$ cat src/rtl/monitor_execucao.sv
// Execution monitor for the multicycle core: counts enabled cycles up to a
// programmable limit, stops on limit or halt state, and records every state
// change with its timestamp in a show-ahead trace FIFO drained via valid/ready.
module monitor_execucao #(
  parameter int unsigned            STATE_WIDTH = 4,
  parameter int unsigned            CNT_WIDTH   = 6,
  parameter int unsigned            DEPTH       = 8,
  parameter logic [STATE_WIDTH-1:0] HALT_STATE  = 4'b1111
) (
  input  logic                   clk,
  input  logic                   reset,
  input  logic                   enable,
  input  logic [STATE_WIDTH-1:0] state_in,
  input  logic [CNT_WIDTH-1:0]   limit,
  input  logic                   rd_ready,
  output logic                   rd_valid,
  output logic [STATE_WIDTH-1:0] rd_state,
  output logic [CNT_WIDTH-1:0]   rd_time,
  output logic [CNT_WIDTH-1:0]   cycle_count,
  output logic                   done,
  output logic                   timeout,
  output logic                   overflow
);

  localparam int unsigned AW = (DEPTH > 2) ? $clog2(DEPTH) : 1;
  localparam logic [AW:0] FULL_CNT = DEPTH[AW:0];

  logic [CNT_WIDTH-1:0]   cycle_q, cycle_d;
  logic [STATE_WIDTH-1:0] prev_q, prev_d;
  logic                   first_q, first_d;
  logic                   done_q, done_d;
  logic                   timeout_q, timeout_d;
  logic                   overflow_q, overflow_d;
  // Pointers carry one extra bit so full and empty are distinguishable.
  logic [AW:0]            wr_q, wr_d;
  logic [AW:0]            rd_q, rd_d;

  logic [STATE_WIDTH-1:0] st_mem_q [DEPTH];
  logic [CNT_WIDTH-1:0]   tm_mem_q [DEPTH];

  logic                 active;
  logic                 push;
  logic                 pop;
  logic                 wr_en;
  logic                 empty;
  logic                 full;
  logic [AW:0]          occupancy;
  logic [CNT_WIDTH-1:0] cnt_inc;
  logic                 hit_limit;
  logic                 hit_halt;

  // Decode edge qualifiers, FIFO handshake and stop conditions.
  always_comb begin
    active    = enable & ~done_q;
    push      = active & (first_q | (state_in != prev_q));
    occupancy = wr_q - rd_q;
    empty     = (wr_q == rd_q);
    full      = (occupancy == FULL_CNT);
    pop       = ~empty & rd_ready;
    // A full FIFO still accepts a new entry when the head leaves on the same edge.
    wr_en     = push & (~full | pop);
    cnt_inc   = cycle_q + 1'b1;
    hit_limit = active & (limit != '0) & (cnt_inc == limit);
    hit_halt  = active & (state_in == HALT_STATE);
  end

  // Next-state for counter, capture tracking, sticky flags and pointers.
  always_comb begin
    cycle_d    = cycle_q;
    prev_d     = prev_q;
    first_d    = first_q;
    done_d     = done_q | hit_limit | hit_halt;
    timeout_d  = timeout_q | hit_limit;
    overflow_d = overflow_q | (push & full & ~pop);
    wr_d       = wr_q;
    rd_d       = rd_q;
    if (active) begin
      cycle_d = cnt_inc;
      prev_d  = state_in;
      first_d = 1'b0;
    end
    if (wr_en) wr_d = wr_q + 1'b1;
    if (pop)   rd_d = rd_q + 1'b1;
  end

  // Control registers, cleared asynchronously.
  always_ff @(posedge clk or negedge reset) begin
    if (!reset) begin
      cycle_q    <= '0;
      prev_q     <= '0;
      first_q    <= 1'b1;
      done_q     <= 1'b0;
      timeout_q  <= 1'b0;
      overflow_q <= 1'b0;
      wr_q       <= '0;
      rd_q       <= '0;
    end else begin
      cycle_q    <= cycle_d;
      prev_q     <= prev_d;
      first_q    <= first_d;
      done_q     <= done_d;
      timeout_q  <= timeout_d;
      overflow_q <= overflow_d;
      wr_q       <= wr_d;
      rd_q       <= rd_d;
    end
  end

  // Trace storage; contents are only observable through the valid-gated head.
  always_ff @(posedge clk) begin
    if (wr_en) begin
      st_mem_q[wr_q[AW-1:0]] <= state_in;
      tm_mem_q[wr_q[AW-1:0]] <= cycle_q;
    end
  end

  // Registered outputs; head entry reads as zero while the FIFO is empty.
  always_comb begin
    rd_valid    = ~empty;
    rd_state    = empty ? '0 : st_mem_q[rd_q[AW-1:0]];
    rd_time     = empty ? '0 : tm_mem_q[rd_q[AW-1:0]];
    cycle_count = cycle_q;
    done        = done_q;
    timeout     = timeout_q;
    overflow    = overflow_q;
  end

endmodule

$ cat config.mk
export PLATFORM = sky130hd
export DESIGN_NAME = monitor_execucao
export DESIGN_NICKNAME = d
export VERILOG_FILES = /design/src/rtl/monitor_execucao.sv
export SDC_FILE = /design/constraint.sdc
export NUM_CORES = 1
export LEC_CHECK = 0
export BUFFER_PORTS_ARGS = -buffer_cell sky130_fd_sc_hd__clkbuf_2
export CAP_MARGIN = 30
export CORE_UTILIZATION = 50
export DETAILED_ROUTE_END_ITERATION = 8
export HOLD_SLACK_MARGIN = 0.15
export PLACE_DENSITY = 0.71
export SLEW_MARGIN = 10
export SYNTH_ARGS = -nofsm -noshare
export SYNTH_HDL_FRONTEND = slang
export SYNTH_SLANG_ARGS = --single-unit
$ cat constraint.sdc
create_clock -name clk -period 2.7 [get_ports clk]
set_input_delay 0.27 -clock clk [delete_from_list [all_inputs] [get_ports clk]]
set_output_delay 0.27 -clock clk [all_outputs]
set_load 0.02 [all_outputs]
== Word-level counts from Yosys, hierarchy flattened ==
Memory sizes are Yosys's and may differ from the RTL's.
Cells that the tools add are included.

* Reduce and logical (&&, ||, !) cells: 1
* Add/subtract/negate cells: 4
* Muxes and demuxes: 4
* Bitwise operators: 19
* Eq/ne operators: 5

{| class="wikitable"
|+ Operator list
! cell !! number
|-
| 1-bit bitwise AND || 9
|-
| 4-bit by 1-bit adder with 4-bit output (second input constant) || 2
|-
| 4-bit equality test (second input constant) || 2
|-
| 6-bit by 1-bit adder with 6-bit output (second input constant) || 1
|-
| 6-bit equality test || 1
|-
| 6-bit 2-to-1 mux || 1
|-
| 1-bit OR || 6
|-
| 6-bit nonzero test || 1
|-
| 4-bit equality test || 1
|-
| 4-bit 2-to-1 mux || 1
|-
| 4-bit != test || 1
|-
| 1-bit NOT || 4
|-
| 4-bit subtractor || 1
|-
| 1-bit 2-to-1 mux || 2
|}

* Logic and storage cells: 43
* Memory bits (writable): 80
* Output and inout port bits: 20
* Register bits: 22
* Input bits: 14
* Memories kept: 2

{| class="wikitable"
|+ Memory list
! name !! depth !! bits a word !! read ports !! clocked after memory_dff !! write ports !! line !! RTL
|-
| tm_mem_q || 8 || 6 || 1 || 0 || 1 || 39 || <nowiki>logic [CNT_WIDTH-1:0] tm_mem_q [DEPTH];</nowiki>
|-
| st_mem_q || 8 || 4 || 1 || 0 || 1 || 38 || <nowiki>logic [STATE_WIDTH-1:0] st_mem_q [DEPTH];</nowiki>
|}

== Longest topological paths before layout ==
Gate-level depths: netlist of run 1.

* Depth in word-level cells: 7
* Depth in mapped cells: 8
* Mapped depth without buffers: 7

== Worst setup path before layout of run 1 ==
OpenSTA, ideal clock, no wires.

* Path type: reg-to-reg
* From: register rd_q[1]
* To: memory st_mem_q[0][0], enable pin
* Clock period less this slack: 2983 ps
* Buffers on the path: 1
* Library setup time: 390 ps
* Required time: 2310 ps
* Data arrival time: 2594 ps
* Stages on the path, launching flop included: 9
* Slack: -283 ps
* Cells stage by stage: dfrtp_1 clkbuf_1 inv_1 ha_1 nand3b_1 and4_4 o2111ai_4 nand3_1 nor3_1

* Word-level cells in the longest chain between the ends: 7
* Elaborated cells on any way between the ends: 10
* Classes of those cells: 1 x add/sub; 2 x eq/ne; 2 x mux; 5 x bitwise

{| class="wikitable"
|+ RTL lines
! element !! line !! RTL
|-
| from (decl) || 36 || <nowiki>logic [AW:0] rd_q, rd_d;</nowiki>
|-
| from (signal assigned) || 105 || <nowiki>rd_q <= rd_d;</nowiki>
|-
| 4-bit subtractor or 4-bit equality test (tied branches) || 56, 57 ||
|-
| 4-bit equality test or 1-bit NOT (tied branches) || 58, 59 ||
|-
| 1-bit NOT or 1-bit bitwise AND (tied branches) || 61, 59 ||
|-
| 1-bit OR (*) || 61 || <nowiki>wr_en = push & (~full | pop);</nowiki>
|-
| 1-bit bitwise AND (*) || 61 ||
|-
| 1-bit 2-to-1 mux (*) || 111 || <nowiki>if (wr_en) begin</nowiki>
|-
| 1-bit 2-to-1 mux (implied by the code) (*) || 112 || <nowiki>st_mem_q[wr_q[AW-1:0]] <= state_in;</nowiki>
|-
| to (decl) || 38 ||
|}

Every way passes the cells marked *; elsewhere a longest branch is shown, timed or not.

== Final worst setup path of run 1 ==
* From: register wr_q[2]
* To: memory st_mem_q[0][0], enable pin

* Word-level cells in the longest chain between the ends: 7
* Elaborated cells on any way between the ends: 10
* Classes of those cells: 1 x add/sub; 2 x eq/ne; 2 x mux; 5 x bitwise

{| class="wikitable"
|+ RTL lines
! element !! line !! RTL
|-
| from (decl) || 35 || <nowiki>logic [AW:0] wr_q, wr_d;</nowiki>
|-
| from (signal assigned) || 104 || <nowiki>wr_q <= wr_d;</nowiki>
|-
| 4-bit subtractor or 4-bit equality test (tied branches) || 56, 57 ||
|-
| 4-bit equality test or 1-bit NOT (tied branches) || 58, 59 ||
|-
| 1-bit NOT or 1-bit bitwise AND (tied branches) || 61, 59 ||
|-
| 1-bit OR || 61 ||
|-
| 1-bit bitwise AND || 61 ||
|-
| 1-bit 2-to-1 mux || 111 ||
|-
| 1-bit 2-to-1 mux (implied by the code) || 112 ||
|}

Parallel ways exist; a longest one is shown, timed or not.

==> metrics.md, run 1 <==
| Metric | Value |
|---|---|
| Final Hold Viols | `0` |
| Syn Nets | `just under 300` |
| Htree depth | `3` |
| Clock Sinks | `between 100 and 150` |
| Clk slew on worst S/H paths | `100 ps` |
| Initial antenna violation count | `0` |
| Final Non-Filler Cells | `432` |
| DR DRC count | `0` |
| Clock share of power | `0.182` |
| RSZ-0062 raised after global routing | `false` |
| Sw Share | `0.373` |
| Ys flop type | `edfxtp_1` |
| Die area | `8950 sq um` |
| Synth top area cells | `edfxtp_1, dfrtp_1, mux4_2` |
| Top delay family on crit path | `simple AND/OR/NAND/NOR gates` |
| Die width | `94.6 microns` |
| CTS tree | `done` |
| Final period utilization | `0.884` |
| 1st-iter DRT viols | `135` |
| Yosys cell types | `36` |
| WL final | `7.54 mm` |
| Height of the chip | `94.6 microns` |
| Antenna viol nets, final | `0` |
| Hold slack | `between 200 and 250 ps` |
| Cells along the critical path | `ha_1 -> nand2b_1 -> and4_4 -> o2111ai_4 -> nand3_1 -> nor3_2 -> buf_4` |
| Setup violators final | `0` |
| Leak | `between 1.5 and 2 nW` |
| Psw | `1.99 mW` |
| Max FO, Critical Path | `10` |
| Starting Density | `0.520` |
| CTS Buf Count | `9` |
| Avg Inst Size Synth | `15.8 sq um` |
| Reg2reg start | `wr_q[2]` |
| Total gr overflow | `0` |
| Largest net degree at the start of global routing | `24` |
| CP endpoint | `st_mem_q[0][0]` |
| Fmax | `roughly 420 MHz` |
| Hold Crit Class | `input pin to flop` |
| VDD IR-drop max | `548 uV` |
| Worst Setup SP | `wr_q[2]` |
| Post-synth top area share | `0.560` |
| Yosys warnings | `0` |
| Worst-Skew Late Latency | `360 ps` |
| Slew margin rel. | `0.626` |
| Design Power | `5.33 mW` |
| Max stage delay cell, worst path | `dfrtp_1` |
| RePlAce Congestion | `0.783` |
| Most common cell after layout, fill and taps aside | `edfxtp_1` |
| Reg power frac | `0.423` |
| Mapped Cells | `271` |
| Comb power frac | `0.395` |
| GRT Total Usage | `0.192` |
| CTS root buffer | `clkbuf_8` |
| WS Path Type | `flop to flop` |
| Routed vias/inst | `around 5.4` |
| Nets | `roughly 340` |
| Sequential area share after synthesis | `0.689` |
| Area Overhead vs Synth | `13.7%` |
| Row count | `33` |
| Post-synthesis register bit count | `around 100` |
| Placed Cells | `roughly 420` |
| Status | `complete, no violations` |
| Pre-Repair DR Iteration Count | `4` |
| Core box area | `approximately 8300 sq um` |
| Wirelength per Cell | `around 17 microns` |
| Synth async-reset ratio | `0.216` |
| Internal power | `3.34 mW` |
| Layout Skew | `13.7 ps` |
| First-pass GRT wire length | `12.5 mm` |
| Most frequent cells in the layout | `edfxtp_1, nand2_1, clkbuf_2, dfrtp_1, mux4_2` |
| Number of global-route vias before repair | `2449` |
| CP startpoint kind | `flop` |
| Reg2Reg Depth | `7` |
| Arr. time, crit path | `2450 ps` |
| Crit-path max cell delay | `480 ps` |
| ANT cells | `0` |
| Required @ worst endpoint | `2760 ps` |
| Layout cells sized above 1 | `0.275` |
| HP Start | `rd_ready` |
| Vias | `2342` |
| Slew Limit Fails | `0` |
| Buf/Inv on CP | `1` |
| Worst path depth | `7` |
| Period minus WS final | `2390 ps` |
| R2r setup slk | `310 ps` |
| Synth area leader | `edfxtp_1` |
| Worst reg2reg endpoint | `st_mem_q[0][0]` |
| Clock Path Buffers | `2` |
| I/O pins | `34` |
| Number of synthesized flops with an enable pin | `80` |
| Crit. End Element | `flop` |
| PD cells | `1090 nW/um^2` |
| Half-perimeter wire length after placement | `5.14 mm` |
| Syn Std Cell Area | `4290 sq um` |
| PortBufs | `33` |
| Max cap viols | `0` |
| Actual slew at the worst max-slew pin | `561 ps` |
## worst min-delay path, stage by stage
cell and delay, ps:
clkbuf_2 110, nand3_1 100, xnor2_1 60
## repair_timing
item                                   4_1_cts  5_1_grt
setup buffers                                0        0
hold buffers                                 1        0
gates resized for setup                      0        0
endpoints found under the hold margin       21        0
## registers in the layout, indices dropped and copies added (netlist names)
register and cells:
overflow 1, tm_mem_q 48, timeout 1, done 1, prev_q 4, cycle_count 6
first_q 1, st_mem_q 32, rd_q 4, wr_q 4
## metrics by stage
stage,cell area [sq um],utilization,TNS (ps),setup WS (ps)
finish,4880,0.591,0,313
global route,4880,0.591,0,154
CTS,4880,0.591,0,301
detailed placement,4660,0.565,0,326
global placement,4660,0.565,0,377
floorplan,4300,-,-651,-24.7
## layout make-up
cell class,count,area [sq um]
sequential,102,2950
clock buffer,9,124
timing repair buffer,48,280
inverter,6,22.5
fill,680,3380
clock inverter,7,80.1
multi-input combinational,155,1280
tap,105,131
## worst min path at each step
stage | endpoint | slack (ps) | cells after the start
2_1_floorplan | cycle_count[0] | -30 | 0
6_report | rd_q[2] | 210 | 3
3_5_place_dp | rd_q[3] | 300 | 1
4_1_cts | rd_q[2] | 210 | 3
3_3_place_gp | rd_q[3] | 310 | 1
5_1_grt | rd_q[2] | 250 | 3
## power groups by stage
stage / clock (mW) / sequential (mW) / combinational, mW
finish: 0.969 / 2.26 / 2.11
CTS: 0.993 / 2.26 / 2.14
global placement: 0 / 2.28 / 2.11
floorplan: 0 / 2.34 / 1.45
detailed placement: 0 / 2.30 / 2.13
global route: 1.04 / 2.30 / 2.33
## Yosys cell counts (4+ instances only)
master	number
nand3_1	9
clkbuf_1	4
xnor2_1	16
edfxtp_1	80
dfrtp_1	21
nand2b_1	7
inv_1	5
xor2_1	7
mux4_2	20
nor3_1	4
ha_1	6
a21oi_1	14
nor2_1	11
nand2_1	40
## logic make-up (layout without fill, tap and decap cells)
kind of cell             count (synthesis)  in the layout  synth area share
AO/OA/AOI/OAI                           21             21            0.0324
XOR/XNOR                                23             23            0.0470
adder cells (fa/ha/maj)                  6              6            0.0175
buffers and inverters                   14             70            0.0143
flip-flops                             102            102             0.689
multiplexers                            22             22             0.110
AND/OR/NAND/NOR                         83             83            0.0901
## layer usage
| layer | global-route usage | up-vias | routed length, microns |
|---|---|---|---|
| met1 | 0.266 | 1172 | 3500 |
| met2 | 0.314 | 49 | 3660 |
| met4 | 0.0657 | 0 | 79 |
| met3 | 0.0298 | 7 | 295 |
| li1 | - | 1114 | - |
| met5 | 0 | - | 0 |
Power figures use the tool's default switching activity.
==> inputs of run 2 (changes only) <==
Settings changed: CORE_MARGIN from default to 4, REMOVE_ABC_BUFFERS from default to 1.
==> metrics.md, run 2 (synthesis gave the netlist of run 1 again) <==
| Metric | Value |
|---|---|
| CTS tree | `done` |
| Die width | `101 microns (+6.3%)` |
| HP Start | `rd_ready` |
| WS Path Type | `flop to flop` |
| Reg2Reg Depth | `7 (unchanged)` |
| Util after Layout | `0.590 (about the same)` |
| Antenna viol nets, final | `0 (unchanged)` |
| Sw Share | `0.366 (-0.00715)` |
| Largest net degree at the start of global routing | `24 (unchanged)` |
| Leak | `1.81 nW (+1.0%)` |
| DP Area | `4670 sq um (+0.11%)` |
| Nets | `344 (+0.58%)` |
| Max cap viols | `0 (unchanged)` |
| Area Overhead vs Synth | `14.1%` |
| GRT Total Usage | `0.174 (-0.0182)` |
| Final instance area | `4900 sq um (+0.41%)` |
| VDD IR-drop max | `614 uV (+12%)` |
| Most frequent cells in the layout | `edfxtp_1, nand2_1, clkbuf_2, dfrtp_1, mux4_2` |
| Layout Skew | `7.71 ps (-6.01 ps)` |
| Initial antenna violation count | `0 (unchanged)` |
| FILL cells | `647 (-4.9%)` |
| CP startpoint kind | `flop` |
| Status | `complete, no violations` |
| Clk slew on worst S/H paths | `90 ps (about the same)` |
| Worst reg2reg endpoint | `tm_mem_q[5][1]` |
| Cells along the critical path | `ha_1 -> nand2b_1 -> and4_4 -> o2111ai_4 -> nand3_1 -> nor2_1 -> buf_4` |
| WL final | `8.11 mm (+7.6%)` |
| Routed vias/inst | `5.50 (+1.5%)` |
| CTS root buffer | `clkbuf_8` |
| CTS-repair resized insts | `0 (unchanged)` |
| Half-perimeter wire length after placement | `5.53 mm (+7.7%)` |
| I/O pins | `34 (unchanged)` |
| Total gr overflow | `0 (unchanged)` |
| Layout cells sized above 1 | `0.271 (-0.00471)` |
| Die area | `10100 sq um (+13%)` |
| Crit. End Element | `flop` |
| Clock share of power | `0.191 (+0.009)` |
| RePlAce Congestion | `0.767 (-2.0%)` |
| Clock Sinks | `102 (unchanged)` |
| Required @ worst endpoint | `2770 ps (about the same)` |
| CTS Buf Count | `9 (unchanged)` |
| Final Hold Viols | `0 (unchanged)` |
| Starting Density | `0.517 (-0.00258)` |
| RSZ-0062 raised after global routing | `false` |
| Clock Path Buffers | `2 (unchanged)` |
| Comb power frac | `0.382 (-0.013)` |
| PD cells | `1100 nW/um^2 (+0.70%)` |
| Pre-Repair DR Iteration Count | `4 (unchanged)` |
| ANT cells | `0 (unchanged)` |
| Height of the chip | `101 microns (+6.3%)` |
| Max FFs per register | `48 (unchanged)` |
| Psw | `1.97 mW (-0.83%)` |
| Max FO, Critical Path | `7 (-3)` |
| R2r setup slk | `290 ps (-20 ps)` |
| Core box area | `8300 sq um (+0.50%)` |
| Period minus WS final | `2410 ps (+20.4 ps)` |
| Wirelength per Cell | `18.7 microns (+7.1%)` |
| PortBufs | `33 (unchanged)` |
| Hold Crit Class | `input pin to flop` |
| Slew margin rel. | `0.633 (+0.00657)` |
| Worst-Skew Late Latency | `360 ps (about the same)` |
| Reg power frac | `0.427 (+0.004)` |
| Arr. time, crit path | `2470 ps (+20 ps)` |
| Vias | `2387 (+1.9%)` |
| Slew Limit Fails | `0 (unchanged)` |
| Setup violators final | `0 (unchanged)` |
| Hold EP | `rd_q[2]` |
| Max stage delay cell, worst path | `dfrtp_1` |
| Fmax | `415 MHz (-0.85%)` |
| DR DRC count | `0 (unchanged)` |
| Reg2reg start | `wr_q[2]` |
| Most common cell after layout, fill and taps aside | `edfxtp_1` |
| Row count | `33 (unchanged)` |
| Final period utilization | `0.892 (+0.00754)` |
| Crit-path max cell delay | `470 ps (about the same)` |
| Actual slew at the worst max-slew pin | `551 ps (-9.85 ps)` |
| First-pass GRT wire length | `13.0 mm (+4.0%)` |
| Number of global-route vias before repair | `2446 (-0.12%)` |
| Internal power | `3.42 mW (+2.3%)` |
| Hold path depth | `3 (unchanged)` |
| Htree depth | `3 (unchanged)` |
| 1st-iter DRT viols | `147 (+8.9%)` |
-- run 2: worst max-delay path by stage --
stage,start,to,slack [ps],cells after the start
after floorplan,rd_q[0],st_mem_q[0][0],-450,6
after CTS,wr_q[2],tm_mem_q[5][1],320,7
after global routing,wr_q[2],tm_mem_q[5][1],130,7
after detailed placement,wr_q[2],st_mem_q[5][0],340,7
final,wr_q[2],tm_mem_q[5][1],290,7
after global placement,wr_q[2],tm_mem_q[0][4],400,7
-- run 2: through the flow --
| step | TNS, ps | instances | hold slack [ps] | total power, mW | worst slack, ps |
|---|---|---|---|---|---|
| after floorplan | -16560 | 263 | -25.6 | 3.74 | -448 |
| after global placement | 0 | 417 | 283 | 4.39 | 404 |
| after detailed placement | 0 | 417 | 295 | 4.43 | 341 |
| after CTS | 0 | 434 | 213 | 5.45 | 322 |
| after global routing | 0 | 434 | 246 | 5.75 | 135 |
| final | 0 | 434 | 230 | 5.39 | 292 |
-- run 2: layout make-up --
cell class	instances	area, sq um	share of cell area
flip-flops and latches	102	2950	0.603
repair buffers	50	295	0.0603
well taps	105	131	0.0268
inverters	6	22.5	0.00460
multi-input cells	155	1270	0.260
clock inverters	7	95.1	0.0194
clock buffers	9	124	0.0253
-- run 2: critical path, delay by kind of cell, from the launching register on --
family,cells,cell delay [ps]
AO/OA/AOI/OAI,1,280
adder cells (fa/ha/maj),1,390
buffers and inverters,1,210
AND/OR/NAND/NOR,4,770
flip-flops,1,470
-- run 2: per-layer routing --
layer / wire length [microns] / track usage / vias to the layer above / part of all wire
li1: - / - / 1120 / -
met1: 3360 / 0.224 / 1203 / 0.41
met2: 4300 / 0.299 / 55 / 0.53
met3: 329 / 0.0215 / 9 / 0.041
met4: 125 / 0.0746 / 0 / 0.015
met5: 0 / 0 / - / 0
-- run 2: what timing repair did --
item | 4_1_cts | 5_1_grt
endpoints found under the hold margin | 21 | 0
hold buffers | 1 | 0
setup buffers | 0 | 0
-- run 2: power by group through the flow --
stage / Sequential (mW) / Clock [mW] / Combinational [mW]
after CTS: 2.30 / 1.05 / 2.10
final: 2.30 / 1.03 / 2.06
after floorplan: 2.45 / 0 / 1.29
after detailed placement: 2.34 / 0 / 2.09
after global placement: 2.32 / 0 / 2.07
after global routing: 2.35 / 1.12 / 2.28
